--- src/rtl/useq_core.sv ---
// Microsequencer for the ESC64 CPU: steps an external microcode ROM.
// Handles dispatch, conditional jumps, a call stack, memory waits and halt/fault.
module useq_core #(
  parameter int OPCODE_WIDTH   = 7,
  parameter int UADDR_WIDTH    = 9,
  parameter int CTRL_WIDTH     = 21,
  parameter int STACK_DEPTH    = 4,
  parameter int DISPATCH_SHIFT = 2,
  parameter int FETCH_UADDR    = 0,
  parameter logic [CTRL_WIDTH-1:0] CTRL_IDLE = '1
) (
  input  logic                             clock,
  input  logic                             reset,
  input  logic [OPCODE_WIDTH-1:0]          opcode,
  input  logic                             flagC,
  input  logic                             flagZ,
  input  logic                             memReady,
  output logic [UADDR_WIDTH-1:0]           uaddr,
  input  logic [2:0]                       uSeqOp,
  input  logic [2:0]                       uCond,
  input  logic [UADDR_WIDTH-1:0]           uTarget,
  input  logic [CTRL_WIDTH-1:0]            uCtrl,
  output logic [CTRL_WIDTH-1:0]            control,
  output logic [$clog2(STACK_DEPTH+1)-1:0] stackLevel,
  output logic                             halted,
  output logic                             fault
);

  localparam int LW = $clog2(STACK_DEPTH + 1);
  localparam int SW = (STACK_DEPTH > 1) ? $clog2(STACK_DEPTH) : 1;

  typedef enum logic [1:0] {
    S_RUN,
    S_HALT,
    S_FAULT
  } state_t;

  typedef enum logic [2:0] {
    OP_NEXT,
    OP_JUMP,
    OP_CJUMP,
    OP_DISP,
    OP_CALL,
    OP_RET,
    OP_WAIT,
    OP_HALT
  } op_t;

  state_t                 state;
  op_t                    op;
  logic [UADDR_WIDTH-1:0] upc;
  logic [UADDR_WIDTH-1:0] upc_inc;
  logic [UADDR_WIDTH-1:0] disp_addr;
  logic [UADDR_WIDTH-1:0] top;
  logic [UADDR_WIDTH-1:0] stack [STACK_DEPTH];
  logic [LW-1:0]          level;
  logic [LW-1:0]          level_dec;
  logic [SW-1:0]          push_idx;
  logic [SW-1:0]          pop_idx;
  logic                   take;
  logic                   full;
  logic                   empty;
  logic                   push;

  assign op        = op_t'(uSeqOp);
  assign upc_inc   = upc + UADDR_WIDTH'(1);
  assign disp_addr = UADDR_WIDTH'(opcode) << DISPATCH_SHIFT;
  assign level_dec = level - LW'(1);
  assign full      = (level == LW'(STACK_DEPTH));
  assign empty     = (level == '0);
  assign push_idx  = level[SW-1:0];
  assign pop_idx   = level_dec[SW-1:0];
  assign top       = stack[pop_idx];
  assign push      = reset && (state == S_RUN)
                  && (op == OP_CALL) && !full;

  always_comb begin
    take = 1'b0;
    unique case (uCond)
      3'd0: take = 1'b1;
      3'd1: take = flagC;
      3'd2: take = !flagC;
      3'd3: take = flagZ;
      3'd4: take = !flagZ;
      3'd5: take = flagC | flagZ;
      3'd6: take = !flagC & !flagZ;
      3'd7: take = 1'b0;
    endcase
  end

  always_ff @(posedge clock or negedge reset) begin
    if (!reset) begin
      state  <= S_RUN;
      upc    <= UADDR_WIDTH'(FETCH_UADDR);
      level  <= '0;
      halted <= 1'b0;
      fault  <= 1'b0;
    end else if (state == S_RUN) begin
      unique case (op)
        OP_NEXT:  upc <= upc_inc;
        OP_JUMP:  upc <= uTarget;
        OP_CJUMP: upc <= take ? uTarget : upc_inc;
        OP_DISP:  upc <= disp_addr;
        OP_CALL: begin
          if (!full) begin
            upc   <= uTarget;
            level <= level + LW'(1);
          end else begin
            state <= S_FAULT;
            fault <= 1'b1;
          end
        end
        OP_RET: begin
          if (!empty) begin
            upc   <= top;
            level <= level_dec;
          end else begin
            state <= S_FAULT;
            fault <= 1'b1;
          end
        end
        OP_WAIT: begin
          if (memReady) upc <= upc_inc;
        end
        OP_HALT: begin
          state  <= S_HALT;
          halted <= 1'b1;
        end
      endcase
    end
  end

  // Return-address storage needs no reset; level alone says what is valid.
  always_ff @(posedge clock) begin
    if (push) stack[push_idx] <= upc_inc;
  end

  assign uaddr      = upc;
  assign stackLevel = level;
  assign control    = (reset && state == S_RUN) ? uCtrl : CTRL_IDLE;

endmodule

--- config.mk ---
export PLATFORM = sky130hd
export DESIGN_NAME = useq_core
export DESIGN_NICKNAME = d
export VERILOG_FILES = /design/src/rtl/useq_core.sv
export SDC_FILE = /design/constraint.sdc
export NUM_CORES = 1
export LEC_CHECK = 0
export ABC_AREA = 1
export CAP_MARGIN = 5
export CORE_MARGIN = 2
export CORE_UTILIZATION = 40
export DETAILED_ROUTE_END_ITERATION = 6
export PLACE_DENSITY = 0.76
export SLEW_MARGIN = 20
export SYNTH_ARGS = -nofsm -noshare
export SYNTH_HDL_FRONTEND = slang
export SYNTH_SLANG_ARGS = --single-unit
--- constraint.sdc ---
create_clock -name clock -period 4.65 [get_ports clock]
set_clock_uncertainty 0.2 [all_clocks]
set_input_delay 1.395 -clock clock [delete_from_list [all_inputs] [get_ports clock]]
set_output_delay 1.395 -clock clock [all_outputs]
set_load 0.01 [all_outputs]
-- Word-level counts from Yosys, hierarchy flattened
Memories as Yosys holds them, arrays and structs flattened.
Index checks and enable logic that the tools add are counted.
- ROM bits: 0
- latch bits: 0
- input bits: 48
- flip-flop bits (word level): 16
- memories: 1
- word-level logic and storage cells: 67
- RAM bits: 36
- memory list (name ; depth ; bits a word ; rd ports ; clocked after memory_dff ; write ports ; line ; RTL):
    stack ; 4 ; 9 ; 1 ; 0 ; 1 ; 55 ; logic [UADDR_WIDTH-1:0] stack [STACK_DEPTH];
- bitwise logic cells: 2
- shift operators: 0
- order comparisons: 0
- reductions and logical operators: 18
- mux-type cells: 18
- div/mod/pow operators: 0
- add/subtract/negate cells: 3
- equality and inequality tests: 20
- $mul: 0
- operators with widths (kind ; number):
    $pmux 9 s7 ; 1
    $mux 9 ; 4
    $eq 3x3->1 const B ; 9
    $mux 21 ; 1
    $eq 3x2->1 const B ; 4
    $reduce_and 4->1 ; 3
    $ne 2x2->1 const B ; 5
    $add 9x1->9 const B ; 1
    $logic_not 3->1 ; 3
    $pmux 1 s8 ; 1
    $reduce_bool 7->1 ; 1
    $eq 3x1->1 const B ; 2
    $mux 3 ; 2
    $pmux 2 s3 ; 1
    $pmux 3 s2 ; 1
    $reduce_and 5->1 ; 1
    $mux 1 ; 4
    $mux 2 ; 2
    $add 3x1->3 const B ; 1
    $logic_and 1x1->1 ; 3
    $logic_not 1->1 ; 3
    $reduce_bool 3->1 ; 1
    $sub 3x1->3 const B ; 1
    $logic_not 2->1 ; 1
    other kinds (5) ; 5

-- Logic depth before layout (Yosys ltp)
Gate-level depths: netlist of run 1.
- word-level depth: 6
- mapped depth: 14

-- Worst setup path before layout of run 1
OpenSTA, ideal clock, no wires.
- path type: in2out
- from: in reset
- to: out control[0]
- slack: 0.924 ns
- arrival time: 2.131 ns
- buffers on the path: 1
- cell stages on the path: 3
- data required time: 3.055 ns
- cells stage by stage: nor3b_1 -> clkbuf_1 -> nand2_1
- word-level cells in the longest chain between the ends: 2
- ends and longest elaborated chain (element ; line ; RTL):
    from (decl) ; 13 ; input logic reset,
    $logic_and 1x1->1 ; 140 ; assign control = (reset && state == S_RUN) ? uCtrl : CTRL_IDLE;
    $mux 21 ; 140 ;
    to (decl) ; 23 ; output logic [CTRL_WIDTH-1:0] control,
Every way passes these cells.

-- Worst setup path in the final report of run 1
- from: in reset
- to: out control[9]
The elaborated chain is that of the path after synthesis.

==> flow_summary.toml, run 1 <==
[outcome]
status = "completed"

[routing]
vias = 2608
routed_wl_um = 7730
drt_pass1_iterations = 4
drt-wirelength-per-cell_um = 14.3
viasPerCell = 4.82
drtIter0Drc = 182
drc = 0
drtAntennaViolNets = 0

[hold_path]
min_path_type = "flip-flop to flip-flop"
whs_path_depth = 2
hold_end = "halted$_DFFE_PN0P_"
hp-start = "halted$_DFFE_PN0P_"

[sta]
fin_crit_sh_pct = 97.4
final-hold-violation-count = 0
max_slew.worst_pin.slew_ps = 732
fin_crit_ps = 4530
rsz0062_at_grt = "false"
max_slew_margin_pct = 51.2
report.final.slew_viol_count = 0
timing.final.ws_setup_ps = 122
fin_setup_tns_ps = 0
setup_violations = 0
fmax_mhz = 221

[cts]
cts_buffer_depth = 2
cts_root_buffer = "clkbuf_8"
clk_latency_ps = 310
htreeDepth = 2
cts_made_buffers = 5
ctsResizeCount = 0
clkSinkCount = 52
path_clk_slew_ps = 90
hold_buffers = 0
cts_tree = "yes"
cts_setup_buffers = 0

[setup_path]
crit_family = "buffers and inverters"
required_ps = 3050
crit_arrival_ps = 2930
ff2ff_path_depth = 10
rr_startpoint = "stackLevel[0]$_DFFE_PN0P_"
cp_slowest_cell = "clkdlybuf4s50_1"
crit_path_max_fanout = 22
worst_r2r_endpoint = "uaddr[4]$_DFFE_PN0P_"
slowest_delay_ps = 550
crit_type = "input pin to output pin"
start_kind = "input pin"
path_cells = "clkdlybuf4s50_1 -> nor3b_2 -> buf_12 -> nand2_1 -> clkdlybuf4s50_1"
cp-end-kind = "output pin"
r2r_slack_ps = 1130
path_buf_inv = 3
timing.critical_path.mode_cell = "clkdlybuf4s50_1"

[synthesis]
synthXorXnorAreaFrac_pct = 1.82
synth_mux_area_share_pct = 0
ys_warn_count = 0
synth-main-ff-cell = "edfxtp_1"
synth-compound-area-share_pct = 2.98
synth_edf_count = 36
syn_inst = 356
synth-async-reset-ratio_pct = 30.8
yosysSeqAreaShare_pct = 51.2
mappedNetlistArea_sq_mm = 0.00289
synth-simple-area-share_pct = 31.9
synthTopCellsByCount = "nand2_1, inv_1, nor2_1, edfxtp_1, nand3_1"
avgSynthCellArea_sq_um = 8.13
synth_most_common_cell = "nand2_1"
synth_top_area_share_pct = 37.4
synthAdderAreaFrac_pct = 3.03
synth_top_family_by_area = "simple AND/OR/NAND/NOR gates"
ys_seq_elements = 52
syn_nets = 411
synth_area_leaders = "edfxtp_1, nand2_1, dfrtp_1"
yosys.area.top_type = "edfxtp_1"
synth.distinct_cells = 29

[cells_and_area]
final_nets = 496
postLayoutCellArea_sq_mm = 0.00395
post-route-util_pct = 55.3
drive_above_1_share_pct = 6.79
syn2layout_area_growth_pct = 36.5
fillers = 661
antenna_cells = 0

[floorplanning]
initial_core_util_pct = 40.5
io_pins = 83
die_h_um = 89.0
die_w_um = 89.0
dieArea_sq_mm = 0.00793
core_sq_mm = 0.00714
rows = 31

[global_route]
grt_pass1_wl_um = 12400
track_usage_pct = 20.5
grt.busiest_layer = "met2"
grt_antenna_before_repair = 0
grt_pass1_vias = 2493
met1_usage_pct = 27.2
use_met2_pct = 34.7
gr-total-overflow = 0
gr-usage-met3_pct = 3.69
grt_max_degree = 23

[power_and_ir_drop]
leakage_nw = 1.77
ir_worst_vdd_uv = 140
p_per_area_mw_per_mm2 = 223
power_uw = 882

[placement]
dp_slack_ps = 124
routabilityCongestion = 0.835
io_buffers = 82
dp_hpwl_um = 5670
placed_cell_area_sq_mm = 0.00384

[job]
drv_cap = 0
## area by class of cell
type | instances | area, sq um | area share (%)
clock buffers | 6 | 72.6 | 1.84
flip-flops and latches | 52 | 1480 | 37.5
well taps | 99 | 124 | 3.14
inverters | 54 | 203 | 5.13
clock inverters | 2 | 35.0 | 0.887
repair buffers | 88 | 878 | 22.2
multi-input cells | 240 | 1150 | 29.2
## cells in the final DEF (no fill, tap or decap)
cell type and n:
xor2_1 5, o21bai_1 1, edfxtp_1 36, xnor2_1 1, nand3_2 2, dfrtp_1 16
nor3_2 1, clkinv_2 1, clkdlybuf4s50_1 82, nand2_2 2, a21boi_0 2, nor2_2 1
buf_4 5, nand4_1 3, o21ai_0 10, ha_1 7, nor2_1 38, clkbuf_1 1
nand2_4 2, or2_4 1, nand3b_1 1, nor2_4 4, o21ai_1 1, inv_1 51
nand2_1 127, nand3_1 29, nor3b_2 1, inv_2 3, o311ai_0 1, bufinv_16 1
buf_12 1, clkbuf_8 5
## power by group
part | switching, mW | internal [mW] | leakage (nW)
Sequential | 0 | 0.490 | 0.574
Clock | 0.150 | 0.160 | 0.0552
Combinational | 0.0360 | 0.0461 | 1.14
Total | 0.186 | 0.696 | 1.77
## kinds of logic (layout without fill, tap and decap cells)
kind of cell,count (synthesis),count (layout)
compound gates,15,15
xor+xnor,6,6
fa+ha+maj,7,7
buf+inv,64,150
flops,52,52
simple gates,212,212
## worst reg2reg max path: stages, from the launching register on
cell,delay (ps)
dfrtp_1,830
inv_1,540
ha_1,600
inv_1,390
nor2_1,130
o21ai_0,110
o21ai_0,170
a21boi_0,180
nand2_1,90
nor2_1,120
nor2_1,50
## how the worst max path moves through the flow
| stage | startpoint | to | slack [ps] | cells past startpoint |
|---|---|---|---|---|
| 2_1_floorplan | reset | control[0] | 920 | 3 |
| 3_3_place_gp | reset | control[10] | 160 | 5 |
| 3_5_place_dp | reset | control[9] | 120 | 5 |
| 4_1_cts | reset | control[9] | 120 | 5 |
| 5_1_grt | reset | control[14] | 90 | 5 |
| 6_report | reset | control[9] | 120 | 5 |
## per-stage QoR
step,std cells,hold slack (ps)
4_1_cts,541,288
5_1_grt,541,300
3_5_place_dp,533,252
3_3_place_gp,533,257
6_report,541,280
2_1_floorplan,356,257
## sequential cells by signal (all words and copies together), names as in the netlist
register / count
uaddr: 9
stack: 36
halted: 1
fault: 1
stackLevel: 3
state: 2
## metal layers
metal,vias up,share of wire [%]
met5,-,0
li1,1275,-
met2,100,52
met1,1222,41
met3,11,5.4
met4,0,1.6
Note: power is estimated with default switching activity, not from simulation.
==> inputs of run 2 (changes only) <==
--- a/config.mk
+++ b/config.mk
@@ -6,11 +6,12 @@
 export NUM_CORES = 1
 export LEC_CHECK = 0
 export ABC_AREA = 1
-export CAP_MARGIN = 5
+export CELL_PAD_IN_SITES_DETAIL_PLACEMENT = 1
+export CELL_PAD_IN_SITES_GLOBAL_PLACEMENT = 2
 export CORE_MARGIN = 2
-export CORE_UTILIZATION = 40
+export CORE_UTILIZATION = 29
 export DETAILED_ROUTE_END_ITERATION = 6
-export PLACE_DENSITY = 0.76
+export PLACE_DENSITY = 0.92
 export SLEW_MARGIN = 20
 export SYNTH_ARGS = -nofsm -noshare
 export SYNTH_HDL_FRONTEND = slang
==> run 2 against run 1 <==
Compared with the run above:
- clock-buffer cell count down 1
- global-route usage shrank 5.3 points
- wire length grew 4.1%
- highest routed layer unchanged
- critical path depth stayed put
- first-iteration DRC count shrank 37%
==> flow_summary.toml, run 2 (synthesis results as in run 1) <==
[cells_and_area]
syn2layout_area_growth_pct = 38.4
drive_above_1_share_pct = 7.00
final_cell_mix = "nand2_1, clkdlybuf4s50_1, inv_1, nor2_1, edfxtp_1"
antenna_cells = 0
final_common_cell = "nand2_1"
postLayoutCellArea_sq_mm = 0.00400
largest_reg_flops = 36
final_nets = 497
top_register = "stack"

[cts]
cts_setup_buffers = 0
cts_buffer_depth = 2
clk_latency_ps = 300
clkSinkCount = 52
hold_buffers = 0
cts_root_buffer = "clkbuf_8"
cts_tree = "yes"
cts_made_buffers = 5
htreeDepth = 2
path_clk_slew_ps = 90
ctsResizeCount = 0

[floorplanning]
die_w_um = 104
initial_core_util_pct = 29.7
core_sq_mm = 0.00973
die_h_um = 104
dieArea_sq_mm = 0.0108
io_pins = 83
rows = 36

[sta]
final-hold-violation-count = 0
rsz0062_at_grt = "false"
setup_violations = 0
hold_ws_ps = 284
max_slew.worst_pin.slew_ps = 662
max_slew_margin_pct = 55.7
fmax_mhz = 223
fin_crit_sh_pct = 96.6
fin_crit_ps = 4490
fin_setup_tns_ps = 0
report.final.slew_viol_count = 0

[setup_path]
slowest_delay_ps = 510
r2r_slack_ps = 1840
cp_slowest_cell = "clkdlybuf4s50_1"
rr_startpoint = "stackLevel[0]$_DFFE_PN0P_"
crit_family = "buffers and inverters"
ff2ff_path_depth = 10
start_kind = "input pin"
timing.critical_path.mode_cell = "clkdlybuf4s50_1"
crit_type = "input pin to output pin"
worst_r2r_endpoint = "uaddr[2]$_DFFE_PN0P_"
crit_path_max_fanout = 22
path_buf_inv = 3
cp-end-kind = "output pin"
required_ps = 3050
path_cells = "clkdlybuf4s50_1 -> nor3b_2 -> buf_12 -> nand2_1 -> clkdlybuf4s50_1"
crit_arrival_ps = 2900

[hold_path]
min_path_type = "flip-flop to flip-flop"
whs_path_depth = 2
hold_end = "fault$_DFFE_PN0P_"
hp-start = "fault$_DFFE_PN0P_"

[global_route]
gr-total-overflow = 0
grt_pass1_vias = 2696
grt_pass1_wl_um = 13200
grt_antenna_before_repair = 0
track_usage_pct = 15.2
grt_max_degree = 23

[power_and_ir_drop]
leakage_nw = 1.77
ir_worst_vdd_uv = 173
p_per_area_mw_per_mm2 = 220

[placement]
placed_cell_area_sq_mm = 0.00389
dp_hpwl_um = 6310
io_buffers = 82
routabilityCongestion = 0.743

[routing]
drtAntennaViolNets = 0
routed_wl_um = 8050
drt_pass1_iterations = 4
drtIter0Drc = 115
drc = 0
viasPerCell = 4.43
vias = 2554
drt-wirelength-per-cell_um = 14.0

[outcome]
status = "completed"

[job]
drv_cap = 0
==> run 2: final cells by class <==
| class | instances | area [sq um] |
|---|---|---|
| clock buffer | 5 | 68.8 |
| clock inverter | 3 | 42.5 |
| fill | 1222 | 5730 |
| inverter | 54 | 203 |
| multi-input combinational | 240 | 1150 |
| sequential | 52 | 1480 |
| tap | 133 | 166 |
| timing repair buffer | 89 | 886 |
==> run 2: how the worst max path moves through the flow <==
stage                        endpoint   from  cells past startpoint
after floorplan            control[0]  reset                      3
after global placement    control[12]  reset                      5
after detailed placement   control[3]  reset                      5
after CTS                  control[3]  reset                      5
after global routing      control[15]  reset                      5
final                      control[3]  reset                      5
==> run 2: worst min-delay path, delay by kind of cell, from the launching register on <==
kind	cells	cell delay, ps
simple gates	1	50
flops	1	360
buf+inv	1	40
==> run 2: metal layers <==
layer	track usage, %	vias to the layer above	wire (um)
li1	-	1279	-
met1	19.3	1222	3630
met2	27.2	48	4080
met3	2.63	5	277
met4	3.19	0	67
met5	0	-	0
==> run 2: power breakdown <==
group          total [mW]  switching, mW  internal, mW
sequential          0.490              0         0.490
clock               0.308          0.148         0.160
combinational      0.0815         0.0355        0.0461
==> run 2: per-stage QoR <==
step	utilization, %	total power [mW]	setup WS (ps)	std cells
after global routing	41.1	0.911	90.2	576
after global placement	40.0	0.582	141	568
after detailed placement	40.0	0.583	130	568
after CTS	41.1	0.889	123	576
after floorplan	-	0.528	924	356
final	41.1	0.879	157	576
